`src/rtl/pipeline_hazard_ctrl.sv`:
```
// Pipeline sequencing controller: enables, flushes, load-use stall, HALT drain and run/stop/step debug.
// Optional single-step support is compiled in when PIPE_CTRL_STEP_EN is defined.
module pipeline_hazard_ctrl #(
    parameter int unsigned DRAIN_CYCLES = 4,
    parameter int unsigned CNT_BITS     = 16
) (
    input  logic                i_clk,
    input  logic                i_rst_n,
    input  logic                i_IDEX_MemRead,
    input  logic [4:0]          i_IDEX_Rt,
    input  logic [4:0]          i_IFID_Rs,
    input  logic [4:0]          i_IFID_Rt,
    input  logic                i_BranchTaken,
    input  logic                i_Halt,
    input  logic                i_DbgRun,
    input  logic                i_DbgStop,
    input  logic                i_DbgStep,
    output logic                o_PCWrite,
    output logic                o_IFID_Write,
    output logic                o_IFID_Flush,
    output logic                o_IDEX_Flush,
    output logic                o_EXMEM_Flush,
    output logic                o_PipeEn,
    output logic                o_Halted,
    output logic                o_StepDone,
    output logic [CNT_BITS-1:0] o_StallCount
);

    localparam int unsigned     DW         = (DRAIN_CYCLES > 1) ? $clog2(DRAIN_CYCLES) : 1;
    localparam logic [DW-1:0]   DRAIN_LOAD = DW'(DRAIN_CYCLES - 1);

    typedef enum logic [2:0] {
        IDLE,
        RUN,
`ifdef PIPE_CTRL_STEP_EN
        STEP,
`endif
        DRAIN,
        HALTED
    } state_t;

    state_t              state, state_next;
    logic [DW-1:0]       drain_cnt;
    logic [CNT_BITS-1:0] stall_cnt;
    logic                load_use;
    logic                active;
    logic                halt_ok;
    logic                stall;

`ifndef PIPE_CTRL_STEP_EN
    logic unused_dbg_step;
    assign unused_dbg_step = i_DbgStep;
`endif

    assign load_use = i_IDEX_MemRead && (i_IDEX_Rt != '0) &&
                      ((i_IDEX_Rt == i_IFID_Rs) || (i_IDEX_Rt == i_IFID_Rt));
    assign halt_ok  = i_Halt && !i_BranchTaken && !load_use;

    always_comb begin
        state_next    = state;
        o_PCWrite     = 1'b0;
        o_IFID_Write  = 1'b0;
        o_IFID_Flush  = 1'b0;
        o_IDEX_Flush  = 1'b0;
        o_EXMEM_Flush = 1'b0;
        o_PipeEn      = 1'b0;
        o_Halted      = 1'b0;
        o_StepDone    = 1'b0;
        stall         = 1'b0;

`ifdef PIPE_CTRL_STEP_EN
        active = (state == RUN) || (state == STEP);
`else
        active = (state == RUN);
`endif

        if (active) begin
            o_PCWrite    = 1'b1;
            o_IFID_Write = 1'b1;
            o_PipeEn     = 1'b1;
            // A taken branch squashes the dependent instruction, so no stall is needed
            if (i_BranchTaken) begin
                o_IFID_Flush  = 1'b1;
                o_IDEX_Flush  = 1'b1;
                o_EXMEM_Flush = 1'b1;
            end else if (load_use) begin
                o_PCWrite    = 1'b0;
                o_IFID_Write = 1'b0;
                o_IDEX_Flush = 1'b1;
                stall        = 1'b1;
            end
        end

        case (state)
            IDLE: begin
                if (i_DbgRun)
                    state_next = RUN;
`ifdef PIPE_CTRL_STEP_EN
                else if (i_DbgStep)
                    state_next = STEP;
`endif
            end
            RUN: begin
                if (halt_ok)
                    state_next = DRAIN;
                else if (i_DbgStop)
                    state_next = IDLE;
            end
`ifdef PIPE_CTRL_STEP_EN
            STEP: begin
                o_StepDone = 1'b1;
                state_next = halt_ok ? DRAIN : IDLE;
            end
`endif
            DRAIN: begin
                o_IFID_Write = 1'b1;
                o_IFID_Flush = 1'b1;
                o_PipeEn     = 1'b1;
                // HALT came from the wrong path: flush it away and resume
                if (i_BranchTaken) begin
                    o_PCWrite     = 1'b1;
                    o_IDEX_Flush  = 1'b1;
                    o_EXMEM_Flush = 1'b1;
                    state_next    = RUN;
                end else if (drain_cnt == '0) begin
                    state_next = HALTED;
                end
            end
            HALTED: o_Halted = 1'b1;
            default: state_next = IDLE;
        endcase
    end

    always_ff @(posedge i_clk or negedge i_rst_n) begin
        if (!i_rst_n) begin
            state     <= IDLE;
            drain_cnt <= '0;
            stall_cnt <= '0;
        end else begin
            state <= state_next;
            if (state != DRAIN && state_next == DRAIN)
                drain_cnt <= DRAIN_LOAD;
            else if (state == DRAIN && drain_cnt != '0)
                drain_cnt <= drain_cnt - DW'(1);
            if (stall && stall_cnt != '1)
                stall_cnt <= stall_cnt + CNT_BITS'(1);
        end
    end

    assign o_StallCount = stall_cnt;

endmodule

```
`config.mk`:
```
export PLATFORM = sky130hd
export DESIGN_NAME = pipeline_hazard_ctrl
export DESIGN_NICKNAME = d
export VERILOG_FILES = /design/src/rtl/pipeline_hazard_ctrl.sv
export SDC_FILE = /design/constraint.sdc
export NUM_CORES = 1
export LEC_CHECK = 0
export BUFFER_PORTS_ARGS = -buffer_cell sky130_fd_sc_hd__buf_2
export CAP_MARGIN = 20
export CORE_ASPECT_RATIO = 1.5
export CORE_MARGIN = 2
export CORE_UTILIZATION = 48
export DETAILED_ROUTE_END_ITERATION = 10
export PLACE_DENSITY = 0.75
export SLEW_MARGIN = 25
export SYNTH_ARGS = -nofsm -noshare
export SYNTH_HDL_FRONTEND = slang
export SYNTH_SLANG_ARGS = --single-unit
```
`constraint.sdc`:
```
create_clock -name i_clk -period 2.3 [get_ports i_clk]
set_input_delay 0.46 -clock i_clk [delete_from_list [all_inputs] [get_ports i_clk]]
set_output_delay 0.46 -clock i_clk [all_outputs]
set_load 0.05 [all_outputs]
```
# Yosys cells after proc, flatten, opt, wreduce, memory -nomap -nowiden

Cells that the tools add are included.
W data, S select, Z words.

Register bits after elaboration: 21
Input port bits: 23
Output and inout bits: 24
Word-level logic and storage cells: 57

Add/subtract/negate cells: 2
Eq/ne operators: 8
Multiplexer cells: 29
Reductions and logical operators: 15

Operators with widths:

| operator                | number |
|---|---|
| $mux W1                 | 21 |
| $add A16 B1 Y16 const B | 1 |
| $ne A16 B16 Y1 const B  | 1 |
| $mux W3                 | 5 |
| $pmux W3 S4             | 1 |
| $eq A5 B5 Y1            | 2 |
| $eq A3 B2 Y1 const B    | 3 |
| $logic_and A1 B1 Y1     | 7 |
| $reduce_bool A5 Y1      | 1 |
| $mux W2                 | 2 |
| $reduce_bool A2 Y1      | 2 |
| $eq A3 B1 Y1 const B    | 1 |
| $logic_not A3 Y1        | 1 |
| $ne A3 B2 Y1 const B    | 1 |
| $logic_not A1 Y1        | 2 |
| $logic_not A2 Y1        | 1 |
| $sub A2 B1 Y2 const B   | 1 |
| $logic_or A1 B1 Y1      | 1 |

# Depth between registers and ports, before layout

Depth after elaboration: 10
Depth in mapped cells: 10
Mapped depth without buffers: 7

# Least setup slack after synthesis

OpenSTA, ideal clock, no wires.

Path kind: input port to output port
Start: input port i_IDEX_Rt[1]
End: output port o_PCWrite
Arrival time: 2419 ps
Data required time: 1840 ps
Slack: -579 ps
Stages on the path: 4
Path through: or4_1 > o21ai_2 > and2b_1 > o21ai_0

Longest elaborated chain between the ends: 8
Elaborated cells between the ends (all ways): 11
Classes of those cells: eq/ne: 2; mux: 5; reduce/logical: 4

RTL lines:

| what                                                      | RTL line | text |
|---|---|---|
| from (decl)                                               | 10       | `input logic [4:0] i_IDEX_Rt,` |
| $eq A5 B5 Y1 or $reduce_bool A5 Y1 (tied branches)        | 56, 55   |  |
| $logic_or A1 B1 Y1 or $logic_and A1 B1 Y1 (tied branches) | 56, 55   |  |
| $logic_and A1 B1 Y1 (*)                                   | 55       | `assign load_use = i_IDEX_MemRead && (i_IDEX_Rt != '0) &&` |
| $mux W1 (*)                                               | 86       | `end else if (load_use) begin` |
| $mux W1 (*)                                               | 82       | `if (i_BranchTaken) begin` |
| $mux W1 (*)                                               | 77       | `if (active) begin` |
| $mux W1                                                   | 120      | `if (i_BranchTaken) begin` |
| $mux W1 (*)                                               | 94       | `case (state)` |
| to (decl)                                                 | 18       | `output logic o_PCWrite,` |

Mark *: on every way between the ends. The rest lies on a longest branch, timed or not.

# Final worst setup path

Start: input port i_IDEX_Rt[1]
End: output port o_IFID_Write

Longest elaborated chain between the ends: 7
Elaborated cells between the ends (all ways): 10
Classes of those cells: eq/ne: 2; mux: 4; reduce/logical: 4

RTL lines:

| what                                                      | RTL line | text |
|---|---|---|
| $eq A5 B5 Y1 or $reduce_bool A5 Y1 (tied branches)        | 56, 55   |  |
| $logic_or A1 B1 Y1 or $logic_and A1 B1 Y1 (tied branches) | 56, 55   |  |
| $logic_and A1 B1 Y1 (*)                                   | 55       |  |
| $mux W1 (*)                                               | 86       |  |
| $mux W1 (*)                                               | 82       |  |
| $mux W1 (*)                                               | 77       |  |
| $mux W1 (*)                                               | 94       |  |
| to (decl)                                                 | 19       | `output logic o_IFID_Write,` |

Marks and branches as above.

==> flow_summary.ini <==
[cts]
ctsHtreeMaxLevel = 1
cts-buffers-inserted = 3
clockRootBuffer = clkbuf_4
cts_tree = done
cts_setup_buffers = 0
cts.sinks = 21
ctsHoldBuffers = 0
clkTransAtPathRegs_ns = 0.12
clk_latency_ns = 0.31
clockBufferDepth = 2

[drt]
drcViolationCount = 0
drt-vias-per-instance = 5.61
ant_nets = 0
met3_length_microns = 132
wl_met2_microns = 1430
wl_microns = 2710
vias = 1122
maxUsedRoutingLayer = met4
drtPass1Iterations = 4
wire_per_inst_microns = 13.6
drtIter0Drc = 25
wl_met1_microns = 1090

[power]
switching_share_pct = 32.0
combPwrFrac_pct = 25.9
p_sw_mw = 0.255
power_mw = 0.797
powerDensity_nw_per_um2 = 494
peakVddDrop_v = 0.000373
seqPwrFrac_pct = 51.1
intPower_mw = 0.541
p_clk_share_pct = 23.0
leakage_nw = 0.883

[global_route]
grt_pass1_vias = 1121
track_usage_pct = 20.5
grt_pass1_wl_microns = 4640
grt_max_degree = 22
gr-total-overflow = 0
antenna_found_initial = 0

[layout]
area_delta_synth_final_pct = 28.2
fin_util_pct = 65.1
diodes = 0
drive_gt1_share_pct = 39.8
stdcell_count = 200
finalNetCount = 202

[critical_path]
cp_cell_sequence = buf_6 -> or4_4 -> o21ai_2 -> and2b_2 -> o21bai_4 -> buf_8
worstSetupPathType = in2out
end_kind = output port
r2r-start = o_StallCount[0]$_DFFE_PN0P_
r2r_slack_ns = 0.29
crit_family = simple AND/OR/NAND/NOR gates
startpoint = i_IDEX_Rt[1]
cp_max_fo = 3
crit_slowest_cell = or4_4
arrival_ns = 1.82
cp_slowest_stage_delay_ns = 0.53
start_kind = input port
worstPathRequired_ns = 1.84
critPathBufInv = 2

[sta]
rsz0062_at_grt = true
finalSetupTns_ns = 0
finalMaxSlewViolations = 0
finalWorstPathRequiredPeriod_ns = 2.28
finClkSkew_ns = 0.00674
setup_viol = 0
fmax_mhz = 439
finalCritPeriodShare_pct = 99.0
hold_viol_final = 0

[synth]
synthTopCellsByArea = dfrtp_1 42%, xnor2_1 16%, and3_1 5.0%, nand2_1 3.6%, nand4_2 3.0%
synth-simple-area-share_pct = 25.4
synth_top_family_by_area = simple AND/OR/NAND/NOR gates
synth_cell_type_count = 38
synthMuxAreaShare_pct = 1.79
avgSynthCellArea_sq_um = 10.1
seq_area_frac_synth_pct = 41.8
synth_top_cell_by_area = dfrtp_1
synth_edf_count = 0
syn_inst = 124
async_flop_share_pct = 100
synthXorXnorAreaFrac_pct = 17.4
synth-main-ff-cell = dfrtp_1
yosysMostFrequentCell = xnor2_1
synthTopCellsByCount = 23 x xnor2_1, 21 x dfrtp_1, 12 x nand2_1, 10 x and3_1
synth_compound_gate_area_share_pct = 7.36
syn_area_sq_um = 1260
yosysWarnings = 0
yosysTopAreaCellShare_pct = 41.8
yosys_register_bits = 21
synthAdderAreaFrac_pct = 1.99

[min_path]
hp-class = in2async

[floorplanning]
die_h_microns = 66.7
fp-row-count = 22
core-area_sq_um = 2480
io_pins = 47
die_w_microns = 45.8
die-area_sq_um = 3050
start_util_pct = 50.8

[placed_design]
portBuffers = 44
dp_cells = 196
place_congestion = 0.855
post-dp-hpwl_microns = 2120

[run]
cap_violations = 0

[run_status]
status = completed
-- power groups by stage --
stage	sequential, mW	clock [mW]	combinational [mW]
after floorplan	0.422	0	0.121
after CTS	0.408	0.189	0.202
after global placement	0.414	0	0.183
after global routing	0.411	0.207	0.229
final	0.408	0.183	0.206
after detailed placement	0.415	0	0.193
-- layer usage --
| layer | up-vias | GRT usage [%] |
|---|---|---|
| met5 | - | 0 |
| met4 | 0 | 8.57 |
| met3 | 5 | 1.90 |
| met2 | 48 | 36.6 |
| met1 | 534 | 23.9 |
| li1 | 535 | - |
-- cells in the final DEF, fill, tap and decap left out, types with 2 or more instances in the layout --
cell type	synthesis	layout
a21oi_1	4	3
and3_1	10	10
buf_2	1	41
buf_4	1	6
buf_6	1	2
clkbuf_4	0	3
conb_1	1	2
dfrtp_1	21	21
ha_1	2	2
inv_1	3	3
mux2_2	2	2
nand2_1	12	12
nand2b_1	4	4
nand3_1	2	2
nand4_1	5	5
nand4_2	3	3
nor2_1	3	3
o21ai_0	5	3
o21ai_2	1	2
xnor2_1	23	23
xor2_1	2	2
-- state kept, by name (all words and copies together), names as in the netlist --
signal        cells
o_StallCount     16
drain_cnt         2
state             3
-- final timing paths --
kind / end / cells past startpoint
min in group i_clk: state[0]$_DFF_PN0_ / 3
hold / removal: o_StallCount[11]$_DFFE_PN0P_ / 1
setup reg to reg: o_StallCount[9]$_DFFE_PN0P_ / 8
setup / recovery: o_IFID_Write / 6
max in group asynchronous: o_StallCount[0]$_DFFE_PN0P_ / 1
hold reg to reg: o_StallCount[13]$_DFFE_PN0P_ / 1
-- stage by stage --
step	area, sq um	worst slack [ns]	hold slack (ns)
after CTS	1590	0.0114	0.0917
after floorplan	1270	-0.212	0.164
after global placement	1550	-0.0280	0.432
after detailed placement	1550	-0.0728	0.444
final	1610	0.0222	0.0744
after global routing	1610	-0.0156	0.0991
-- cells by family (layout without fill, tap and decap cells) --
logic type,count (synthesis),count (layout)
flops,21,21
mux,2,2
compound gates,15,15
other cells,1,2
simple gates,51,51
buf+inv,7,58
xor+xnor,25,25
fa+ha+maj,2,2
-- final cells by class --
type                            instances  area, sq um
Multi-Input combinational cell         97          709
Inverter                                3         11.3
Timing Repair Buffer                   51          308
Fill cell                             208          866
Sequential cell                        21          526
Tap cell                               24         30.0
Clock buffer                            3         22.5
Clock inverter                          1         5.00
-- repair_timing --
| item | in CTS | in global routing |
|---|---|---|
| hold endpoints to repair | 0 | 0 |
| setup endpoints to repair | 2 | 2 |
| pin swaps | 0 | 1 |
| resized for setup | 7 | 3 |
No activity file was read; power rests on OpenSTA's default activity.
